### src/rtl/peripheral_ahb3_pkg.sv
// Shared AHB3-Lite encodings used by the APB-to-AHB bridge and its bench.
package peripheral_ahb3_pkg;

    // Transfer type
    localparam logic [1:0] HTRANS_IDLE   = 2'b00;
    localparam logic [1:0] HTRANS_NONSEQ = 2'b10;

    // Transfer size
    localparam logic [2:0] HSIZE_BYTE  = 3'b000;
    localparam logic [2:0] HSIZE_HWORD = 3'b001;
    localparam logic [2:0] HSIZE_WORD  = 3'b010;

    // Burst type
    localparam logic [2:0] HBURST_SINGLE = 3'b000;

    // Slave response
    localparam logic HRESP_OKAY  = 1'b0;
    localparam logic HRESP_ERROR = 1'b1;

    // Protection bits, OR-combined into HPROT
    localparam logic [3:0] HPROT_OPCODE     = 4'b0000;
    localparam logic [3:0] HPROT_DATA       = 4'b0001;
    localparam logic [3:0] HPROT_USER       = 4'b0000;
    localparam logic [3:0] HPROT_PRIVILEGED = 4'b0010;

endpackage

### src/rtl/peripheral_apb_ahb_master_if.sv
// APB slave-side and AHB master-side signal bundle of the bridge.
// The "master" modport is the bridge itself; "slave" is its environment.
interface peripheral_apb_ahb_master_if #(
    parameter int HADDR_SIZE = 32,
    parameter int PADDR_SIZE = 32
) ();
    // APB side
    logic                  PSEL;
    logic                  PENABLE;
    logic                  PWRITE;
    logic [PADDR_SIZE-1:0] PADDR;
    logic [31:0]           PWDATA;
    logic [3:0]            PSTRB;
    logic [2:0]            PPROT;
    logic [31:0]           PRDATA;
    logic                  PREADY;
    logic                  PSLVERR;
    // AHB side
    logic [HADDR_SIZE-1:0] HADDR;
    logic [31:0]           HWDATA;
    logic [31:0]           HRDATA;
    logic                  HWRITE;
    logic [2:0]            HSIZE;
    logic [2:0]            HBURST;
    logic [3:0]            HPROT;
    logic [1:0]            HTRANS;
    logic                  HMASTLOCK;
    logic                  HREADY;
    logic                  HRESP;

    modport master (
        input  PSEL, PENABLE, PWRITE, PADDR, PWDATA, PSTRB, PPROT, HRDATA, HREADY, HRESP,
        output PRDATA, PREADY, PSLVERR, HADDR, HWDATA, HWRITE, HSIZE, HBURST, HPROT,
               HTRANS, HMASTLOCK
    );

    modport slave (
        output PSEL, PENABLE, PWRITE, PADDR, PWDATA, PSTRB, PPROT, HRDATA, HREADY, HRESP,
        input  PRDATA, PREADY, PSLVERR, HADDR, HWDATA, HWRITE, HSIZE, HBURST, HPROT,
               HTRANS, HMASTLOCK
    );
endinterface

### src/rtl/peripheral_pstrb2hsize.sv
// Maps an APB write-strobe pattern onto an AHB transfer size and byte offset.
// Only naturally aligned byte, halfword and word patterns are legal.
module peripheral_pstrb2hsize
    import peripheral_ahb3_pkg::*;
(
    input  logic [3:0] PSTRB,
    output logic [2:0] HSIZE,
    output logic [1:0] offset,
    output logic       illegal
);

    // Strobe pattern decode table
    always_comb begin
        HSIZE   = HSIZE_WORD;
        offset  = 2'd0;
        illegal = 1'b0;
        case (PSTRB)
            4'b1111: begin HSIZE = HSIZE_WORD;  offset = 2'd0; end
            4'b0011: begin HSIZE = HSIZE_HWORD; offset = 2'd0; end
            4'b1100: begin HSIZE = HSIZE_HWORD; offset = 2'd2; end
            4'b0001: begin HSIZE = HSIZE_BYTE;  offset = 2'd0; end
            4'b0010: begin HSIZE = HSIZE_BYTE;  offset = 2'd1; end
            4'b0100: begin HSIZE = HSIZE_BYTE;  offset = 2'd2; end
            4'b1000: begin HSIZE = HSIZE_BYTE;  offset = 2'd3; end
            default: begin HSIZE = HSIZE_WORD;  offset = 2'd0; illegal = 1'b1; end
        endcase
    end

endmodule

### src/rtl/peripheral_apb_ahb_master.sv
// APB slave to AHB3-Lite master bridge: one single transfer per APB access.
// Every bus output is a flop; HBURST/HMASTLOCK are tied constants.
module peripheral_apb_ahb_master
    import peripheral_ahb3_pkg::*;
#(
    parameter int HADDR_SIZE = 32,
    parameter int HDATA_SIZE = 32,
    parameter int PADDR_SIZE = 32
) (
    input logic                         HCLK,
    input logic                         HRESETn,
    peripheral_apb_ahb_master_if.master bus
);

    localparam logic [1:0] ST_IDLE = 2'd0;
    localparam logic [1:0] ST_ADDR = 2'd1;
    localparam logic [1:0] ST_DATA = 2'd2;
    localparam logic [1:0] ST_RESP = 2'd3;

    logic [1:0]            state_r;
    logic [1:0]            htrans_r;
    logic [HADDR_SIZE-1:0] haddr_r;
    logic [HDATA_SIZE-1:0] hwdata_r;
    logic [HDATA_SIZE-1:0] wdata_r;
    logic                  hwrite_r;
    logic [2:0]            hsize_r;
    logic [3:0]            hprot_r;
    logic [HDATA_SIZE-1:0] prdata_r;
    logic                  pready_r;
    logic                  pslverr_r;
    logic                  abort_r;

    logic [2:0]            dec_hsize_s;
    logic [1:0]            dec_offset_s;
    logic                  dec_illegal_s;
    logic [2:0]            req_hsize_s;
    logic [1:0]            req_offset_s;
    logic                  req_illegal_s;
    logic [HADDR_SIZE-1:0] req_haddr_s;
    logic [3:0]            req_hprot_s;
    logic                  setup_s;
    logic                  unused_s;

    peripheral_pstrb2hsize u_pstrb2hsize (
        .PSTRB   (bus.PSTRB),
        .HSIZE   (dec_hsize_s),
        .offset  (dec_offset_s),
        .illegal (dec_illegal_s)
    );

    // Reads are always full-word; writes take the strobe decode
    always_comb begin
        req_hsize_s   = HSIZE_WORD;
        req_offset_s  = 2'd0;
        req_illegal_s = 1'b0;
        if (bus.PWRITE) begin
            req_hsize_s   = dec_hsize_s;
            req_offset_s  = dec_offset_s;
            req_illegal_s = dec_illegal_s;
        end else begin
            req_hsize_s   = HSIZE_WORD;
            req_offset_s  = 2'd0;
            req_illegal_s = 1'b0;
        end
    end

    // Request address/protection derived from the APB setup phase
    always_comb begin
        req_haddr_s      = HADDR_SIZE'(bus.PADDR);
        req_haddr_s[1:0] = req_offset_s;
        req_hprot_s      = (bus.PPROT[2] ? HPROT_OPCODE : HPROT_DATA) |
                           (bus.PPROT[0] ? HPROT_PRIVILEGED : HPROT_USER);
    end

    assign setup_s  = bus.PSEL & ~bus.PENABLE;
    assign unused_s = bus.PPROT[1];

    // Bridge sequencer: setup -> AHB address phase -> AHB data phase -> APB response
    always_ff @(posedge HCLK or negedge HRESETn) begin
        if (!HRESETn) begin
            state_r   <= ST_IDLE;
            htrans_r  <= HTRANS_IDLE;
            haddr_r   <= '0;
            hwdata_r  <= '0;
            wdata_r   <= '0;
            hwrite_r  <= 1'b0;
            hsize_r   <= HSIZE_WORD;
            hprot_r   <= 4'b0000;
            prdata_r  <= '0;
            pready_r  <= 1'b0;
            pslverr_r <= 1'b0;
            abort_r   <= 1'b0;
        end else begin
            case (state_r)
                ST_IDLE: begin
                    pready_r  <= 1'b0;
                    pslverr_r <= 1'b0;
                    abort_r   <= 1'b0;
                    if (setup_s && req_illegal_s) begin
                        state_r   <= ST_RESP;
                        pready_r  <= 1'b1;
                        pslverr_r <= 1'b1;
                    end else if (setup_s) begin
                        state_r  <= ST_ADDR;
                        htrans_r <= HTRANS_NONSEQ;
                        haddr_r  <= req_haddr_s;
                        hwrite_r <= bus.PWRITE;
                        hsize_r  <= req_hsize_s;
                        hprot_r  <= req_hprot_s;
                        wdata_r  <= bus.PWDATA;
                    end else begin
                        state_r <= ST_IDLE;
                    end
                end
                ST_ADDR: begin
                    // A deselect is remembered; the AHB transfer still runs out
                    abort_r <= abort_r | ~bus.PSEL;
                    if (bus.HREADY) begin
                        state_r  <= ST_DATA;
                        htrans_r <= HTRANS_IDLE;
                        hwdata_r <= wdata_r;
                    end else begin
                        state_r <= ST_ADDR;
                    end
                end
                ST_DATA: begin
                    abort_r <= abort_r | ~bus.PSEL;
                    if (bus.HREADY && (abort_r || !bus.PSEL)) begin
                        state_r <= ST_IDLE;
                    end else if (bus.HREADY) begin
                        state_r   <= ST_RESP;
                        pready_r  <= 1'b1;
                        pslverr_r <= (bus.HRESP == HRESP_ERROR);
                        if (!hwrite_r) begin
                            prdata_r <= bus.HRDATA;
                        end else begin
                            prdata_r <= prdata_r;
                        end
                    end else begin
                        // Also covers the first cycle of a two-cycle ERROR
                        state_r <= ST_DATA;
                    end
                end
                ST_RESP: begin
                    state_r   <= ST_IDLE;
                    pready_r  <= 1'b0;
                    pslverr_r <= 1'b0;
                end
                default: begin
                    state_r   <= ST_IDLE;
                    htrans_r  <= HTRANS_IDLE;
                    pready_r  <= 1'b0;
                    pslverr_r <= 1'b0;
                end
            endcase
        end
    end

    assign bus.HTRANS    = htrans_r;
    assign bus.HADDR     = haddr_r;
    assign bus.HWDATA    = hwdata_r;
    assign bus.HWRITE    = hwrite_r;
    assign bus.HSIZE     = hsize_r;
    assign bus.HPROT     = hprot_r;
    assign bus.HBURST    = HBURST_SINGLE;
    assign bus.HMASTLOCK = 1'b0;
    assign bus.PRDATA    = prdata_r;
    assign bus.PREADY    = pready_r;
    assign bus.PSLVERR   = pslverr_r;

endmodule

### src/flat_wrapper.sv
// flat-port wrapper written by rule: the top's interface ports become plain ports
module peripheral_apb_ahb_master_flat import peripheral_ahb3_pkg::*;
#(
    parameter int HADDR_SIZE = 32,
    parameter int HDATA_SIZE = 32,
    parameter int PADDR_SIZE = 32
)
  (HCLK, HRESETn, bus_PSEL, bus_PENABLE, bus_PWRITE, bus_PADDR, bus_PWDATA, bus_PSTRB, bus_PPROT, bus_HRDATA, bus_HREADY, bus_HRESP, bus_PRDATA, bus_PREADY, bus_PSLVERR, bus_HADDR, bus_HWDATA, bus_HWRITE, bus_HSIZE, bus_HBURST, bus_HPROT, bus_HTRANS, bus_HMASTLOCK);
  peripheral_apb_ahb_master_if #(.HADDR_SIZE(HADDR_SIZE), .PADDR_SIZE(PADDR_SIZE)) bus_i ();
  input logic HCLK;
  input logic HRESETn;
  input wire logic [$bits(bus_i.PSEL)-1:0] bus_PSEL;
  input wire logic [$bits(bus_i.PENABLE)-1:0] bus_PENABLE;
  input wire logic [$bits(bus_i.PWRITE)-1:0] bus_PWRITE;
  input wire logic [$bits(bus_i.PADDR)-1:0] bus_PADDR;
  input wire logic [$bits(bus_i.PWDATA)-1:0] bus_PWDATA;
  input wire logic [$bits(bus_i.PSTRB)-1:0] bus_PSTRB;
  input wire logic [$bits(bus_i.PPROT)-1:0] bus_PPROT;
  input wire logic [$bits(bus_i.HRDATA)-1:0] bus_HRDATA;
  input wire logic [$bits(bus_i.HREADY)-1:0] bus_HREADY;
  input wire logic [$bits(bus_i.HRESP)-1:0] bus_HRESP;
  output wire logic [$bits(bus_i.PRDATA)-1:0] bus_PRDATA;
  output wire logic [$bits(bus_i.PREADY)-1:0] bus_PREADY;
  output wire logic [$bits(bus_i.PSLVERR)-1:0] bus_PSLVERR;
  output wire logic [$bits(bus_i.HADDR)-1:0] bus_HADDR;
  output wire logic [$bits(bus_i.HWDATA)-1:0] bus_HWDATA;
  output wire logic [$bits(bus_i.HWRITE)-1:0] bus_HWRITE;
  output wire logic [$bits(bus_i.HSIZE)-1:0] bus_HSIZE;
  output wire logic [$bits(bus_i.HBURST)-1:0] bus_HBURST;
  output wire logic [$bits(bus_i.HPROT)-1:0] bus_HPROT;
  output wire logic [$bits(bus_i.HTRANS)-1:0] bus_HTRANS;
  output wire logic [$bits(bus_i.HMASTLOCK)-1:0] bus_HMASTLOCK;
  assign bus_i.PSEL = bus_PSEL;
  assign bus_i.PENABLE = bus_PENABLE;
  assign bus_i.PWRITE = bus_PWRITE;
  assign bus_i.PADDR = bus_PADDR;
  assign bus_i.PWDATA = bus_PWDATA;
  assign bus_i.PSTRB = bus_PSTRB;
  assign bus_i.PPROT = bus_PPROT;
  assign bus_i.HRDATA = bus_HRDATA;
  assign bus_i.HREADY = bus_HREADY;
  assign bus_i.HRESP = bus_HRESP;
  assign bus_PRDATA = bus_i.PRDATA;
  assign bus_PREADY = bus_i.PREADY;
  assign bus_PSLVERR = bus_i.PSLVERR;
  assign bus_HADDR = bus_i.HADDR;
  assign bus_HWDATA = bus_i.HWDATA;
  assign bus_HWRITE = bus_i.HWRITE;
  assign bus_HSIZE = bus_i.HSIZE;
  assign bus_HBURST = bus_i.HBURST;
  assign bus_HPROT = bus_i.HPROT;
  assign bus_HTRANS = bus_i.HTRANS;
  assign bus_HMASTLOCK = bus_i.HMASTLOCK;
  peripheral_apb_ahb_master #(.HADDR_SIZE(HADDR_SIZE), .HDATA_SIZE(HDATA_SIZE), .PADDR_SIZE(PADDR_SIZE)) u_core (.HCLK(HCLK), .HRESETn(HRESETn), .bus(bus_i));
endmodule
### config.mk
export PLATFORM = sky130hd
export DESIGN_NAME = peripheral_apb_ahb_master_flat
export DESIGN_NICKNAME = d
export VERILOG_FILES = /design/src/rtl/peripheral_ahb3_pkg.sv /design/src/rtl/peripheral_apb_ahb_master_if.sv /design/src/rtl/peripheral_pstrb2hsize.sv /design/src/rtl/peripheral_apb_ahb_master.sv /design/src/flat_wrapper.sv
export SDC_FILE = /design/constraint.sdc
export NUM_CORES = 1
export LEC_CHECK = 0
export ABC_AREA = 1
export CAP_MARGIN = 25
export CORE_ASPECT_RATIO = 1.1
export CORE_MARGIN = 4
export CORE_UTILIZATION = 48
export DETAILED_ROUTE_END_ITERATION = 10
export PLACE_DENSITY = 0.95
export SYNTH_ARGS = -nofsm -noshare
export SYNTH_HDL_FRONTEND = slang
export SYNTH_SLANG_ARGS = --single-unit
### constraint.sdc
create_clock -name HCLK -period 2.85 [get_ports HCLK]
set_clock_uncertainty 0.05 [all_clocks]
set_input_delay 0.4275 -clock HCLK [delete_from_list [all_inputs] [get_ports HCLK]]
set_output_delay 0.4275 -clock HCLK [all_outputs]
set_load 0.02 [all_outputs]
; ---- After elaboration in Yosys (flattened, before gate mapping)
; Index checks and enable logic that the tools add are counted.
[totals]
regBits = 143
in_bits = 110
word_cells = 79
[op_classes]
n_eq_ne = 15
mux = 26
bitwise = 8
reduce_logical = 18
[ops]
columns = op, n
row1 = 2-to-1 mux 2 bit, 9
row2 = "== test 4 bit, second input constant", 3
row3 = 2-to-1 mux 1 bit, 10
row4 = "== test 4 x 2 -> 1 bit, second input constant", 2
row5 = "inequality test 2 bit, second input constant", 4
row6 = case mux 2 bit (2 select lines), 2
row7 = case mux 2 bit (4 select lines), 1
row8 = AND reduction 4 bit, 2
row9 = OR reduction 7 bit, 1
row10 = case mux 1 bit (3 select lines), 2
row11 = case mux 2 bit (3 select lines), 1
row12 = AND reduction 3 bit, 2
row13 = OR reduction 2 bit, 3
row14 = NOT 1 bit, 5
row15 = "== test 2 bit, second input constant", 2
row16 = "== test 4 x 1 -> 1 bit, second input constant", 1
row17 = "== test 4 x 3 -> 1 bit, second input constant", 1
row18 = OR 4 bit, 1
row19 = nonzero test 2 bit, 2
row20 = OR reduction 4 bit, 1
row21 = nonzero test 3 bit, 1
row22 = "== test 2 x 1 -> 1 bit, second input constant", 1
row23 = logical AND 1 bit, 2
row24 = logical NOT 2 bit, 1
row25 = 7 further kinds, 7

; ---- Longest topological paths before layout
[depth]
word_depth = 7
mapped_depth = 11
ltp_nobuf = 10

; ---- By module
; Synthesis repeated with hierarchy kept, for this count alone.
[hier_totals]
hier_cells = 634
hier_area_um2 = 5725.5
[modules_own_cells]
columns = mod, n_inst, cells_each, area_per_inst_um2, seq_area_each_um2
row1 = peripheral_apb_ahb_master, 1, 610, 5611.6, 3504.6
row2 = peripheral_pstrb2hsize, 1, 24, 113.9, 0.0

; ---- Least setup slack after synthesis
; Ideal clock, no wire load.
[synth_path]
kind = register -> register
from = reg u_core.state_r[0]
to = reg u_core.prdata_r[11], in the netlist u_core.bus.PRDATA[11]
arrival_ns = 1.448
required_time_ns = 2.683
path_slack_ns = 1.235
path_stages_with_launch = 9
path_buffers = 2
period_less_slack_ns = 1.615
cell_sequence = dfrtp_1 -> inv_1 -> ha_1 -> nand4_2 -> or2_1 -> buf_6 -> buf_6 -> nand2_2 -> o21ai_2
[synth_between]
elab_chain_len = 2
[synth_lines]
columns = item, line
row1 = "start, declared", peripheral_apb_ahb_master.sv:20  ; logic [1:0] state_r;
row2 = "start signal, assigned", peripheral_apb_ahb_master.sv:81  ; state_r <= ST_IDLE;
row3 = "start signal, assigned", peripheral_apb_ahb_master.sv:100  ; state_r <= ST_RESP;
row4 = "start signal, assigned", peripheral_apb_ahb_master.sv:104  ; state_r <= ST_ADDR;
row5 = == test 2 bit, peripheral_apb_ahb_master.sv:94  ; case (state_r)
row6 = AND reduction 4 bit (no line), --
row7 = "end signal, assigned", peripheral_apb_ahb_master.sv:135  ; prdata_r <= bus.HRDATA;
row8 = "end signal, assigned", peripheral_apb_ahb_master.sv:137  ; prdata_r <= prdata_r;
row9 = "end, declared", peripheral_apb_ahb_master.sv:28  ; logic [HDATA_SIZE-1:0] prdata_r;
; Every way passes these cells.
; A chain may end at the register's enable or synchronous reset.

; ---- Worst setup path after layout
[layout_path]
from = reg u_core.state_r[0]
to = reg u_core.prdata_r[6], in the netlist u_core.bus.PRDATA[6]
; The elaborated chain is that of the path after synthesis.

==> reports/results.tsv <==
metric	value	unit
synth_area_leader_cell	dfrtp_1	
insertion_delay	0.40	ns
power	8.12	mW
grt_start_max_net_pins	74	
path_class	reg -> reg	
yosysWarnings	0	
drive_above_1_share	10.6	%
post-route-period-util	74.9	%
async_reset_ff_share	100	%
fillers	849	
ys_seq_elements	139	
synthTopCellsByCount	265 x nand2_1, 138 x dfrtp_1, 64 x nand3_1	
grt_overflow	0	
outcome	finished, final reports clean	
layout_setup_ws	0.716	ns
post-route-drc-count	0	
power_per_cell_area	932	nW/µm²
detail-route-antenna-nets	0	
place_area	8060	µm²
slew_violations	0	
routedWlPerCell	15.3	µm
chipHeight	124	µm
grt_pass1_vias	5020	
post-place-ws	0.519	ns
finalInstanceArea	8720	µm²
slew_headroom	44.3	%
cts_sinks	139	
cp-start-kind	flop	
rrSetupSlack	0.72	ns
end_kind	flop	
fin_setup_tns	0	ns
clk_pin_slew	0.06	ns
cts_root_buf	clkbuf_16	
drt_iter0_drc	351	
synth-edff-count	0	
crit_arrival	2.34	ns
grt_pass1_wl	25200	µm
cap_violations	0	
place.gp.congestion	0.821	
ys.flop_type	dfrtp_1	
final_cells	1016	
min_path_type	in -> async	
clk_path_buf_depth	2	
die_area	14200	µm²
n_antenna_cell	0	
synth_cells	646	
regToRegEndpoint	u_core.bus.PRDATA[6]$_DFFE_PN0P_	
setup_viol_count_final	0	
postCtsSetupBuffers	0	
postLayoutCoreUtil	72.4	%
area_growth	47.5	%
dpl.hpwl	10600	µm
routed_wl	15600	µm
syn_area	5910	µm²
dp.cells	983	
cts_resized	0	
drt_pre_antenna_iters	5	
via_per_inst	4.87	
initial_core_util	49.1	%
htreeDepth	4	
post-synth-top-count-cell	nand2_1	
grt.total_usage	22.4	%
critPathMaxFanout	64	
ios	222	
synth_area_leaders	dfrtp_1 58%, nand2_1 17%, nand3_1 5.4%, o21ai_2 4.7%, inv_1 3.1%	
ff2ff_path_depth	7	
coreArea	12000	µm²
cts_tree	done	
vias	4951	
finalHoldViolCount	0	
yosysTopAreaCellShare	58.4	%
fin_nets	964	
antenna_found_initial	0	
leakage	4.34	nW
die_w	114	µm
cts_buffers	17	
postSynthAreaPerCell	9.15	µm²
portBuffers	210	
synth_cell_types	25	
num_rows	42	
rsz0062_at_grt	no	
synth_seq_area_share	58.9	%
critPathRequiredTime	3.06	ns
vdd_drop_max	0.629	mV
max_freq	468	MHz
r2r_start	u_core.state_r[0]$_DFF_PN0_	
tightest_slew	0.835	ns
min_period	2.13	ns
holdWs	0.384	ns
==> per-layer routing <==
| metal | part of all wire [%] | wire [µm] | track usage, % |
|---|---|---|---|
| met1 | 39 | 6060 | 27.3 |
| met2 | 52 | 8070 | 38.5 |
| met3 | 7.1 | 1100 | 6.07 |
| met4 | 2.2 | 342 | 7.06 |
| met5 | 0 | 0 | 0 |
==> how the worst max path moves through the flow <==
stage,from,endpoint,slack (ns),cells after the start
5_1_grt,u_core.state_r[0]$_DFF_PN0_,u_core.bus.PRDATA[6]$_DFFE_PN0P_,0.55,7
3_3_place_gp,bus_PSEL,u_core.wdata_r[31]$_DFFE_PN0P_,0.60,9
3_5_place_dp,bus_HREADY,u_core.bus.PRDATA[6]$_DFFE_PN0P_,0.52,6
2_1_floorplan,u_core.state_r[0]$_DFF_PN0_,u_core.bus.PRDATA[11]$_DFFE_PN0P_,1.24,8
6_report,u_core.state_r[0]$_DFF_PN0_,u_core.bus.PRDATA[6]$_DFFE_PN0P_,0.72,7
4_1_cts,u_core.state_r[0]$_DFF_PN0_,u_core.bus.PRDATA[6]$_DFFE_PN0P_,0.71,7
==> flip-flops by register name (all words and copies together) (netlist names) <==
| register | cells |
|---|---|
| u_core.bus.PSLVERR | 1 |
| u_core.bus.HSIZE | 2 |
| u_core.bus.HADDR | 32 |
| u_core.bus.HPROT | 2 |
| u_core.bus.HWDATA | 32 |
| u_core.bus.PRDATA | 32 |
| u_core.abort_r | 1 |
| u_core.bus.HTRANS | 1 |
| u_core.bus.HWRITE | 1 |
| u_core.state_r | 2 |
| u_core.bus.PREADY | 1 |
| u_core.wdata_r | 32 |
==> power breakdown <==
part | internal, mW | switching (mW) | leakage [nW]
Clock | 1.56 | 0.835 | 0.309
Sequential | 2.60 | 0.359 | 1.77
Combinational | 1.31 | 1.45 | 2.26
==> logic make-up (layout without fill, tap and decap cells) <==
kind of cell / after synthesis / in the layout / share of synthesized area [%]
fa+ha+maj: 5 / 5 / 1.06
simple gates: 359 / 359 / 25.0
flops: 139 / 139 / 58.9
compound gates: 50 / 50 / 6.39
other cells: 1 / 8 / 0.0635
buf+inv: 92 / 301 / 8.57
==> cells in the final DEF (no fill, tap or decap), types with 2 or more instances in the layout <==
cell type,Yosys,final
nand2_1,265,263
clkdlybuf4s50_1,0,209
dfrtp_1,138,138
nand3_1,64,64
inv_1,49,49
o21ai_2,32,32
clkbuf_16,0,17
nand2_2,12,14
nor2_1,11,11
o21ai_0,9,9
conb_1,1,8
buf_12,0,6
ha_1,5,5
bufinv_16,0,5
a21oi_1,3,3
inv_6,0,3
buf_4,10,3
o21ai_1,2,2
nor3_1,2,2
o22ai_1,2,2
clkinvlp_4,0,2
clkinv_4,0,2
clkbuf_1,4,2
==> layout make-up <==
type / instances / area (µm²) / area share, %
flip-flops and latches: 139 / 3480 / 39.9
clock inverters: 13 / 214 / 2.45
multi-input cells: 422 / 1960 / 22.5
repair buffers: 220 / 2260 / 25.9
clock buffers: 19 / 433 / 4.97
well taps: 154 / 193 / 2.21
inverters: 49 / 184 / 2.11
==> worst max-delay path, stage by stage (launching register included) <==
cell	delay, ns
dfrtp_1	0.39
inv_1	0.11
ha_1	0.28
nand4_2	0.18
or2_2	0.31
buf_4	0.38
nand2_1	0.20
o21ai_2	0.08
==> what timing repair did <==
| action | CTS | global route |
|---|---|---|
| endpoints found under the setup margin | 0 | 0 |
| hold buffers | 1 | 0 |
| endpoints found under the hold margin | 19 | 0 |
Power figures use the tool's default switching activity.
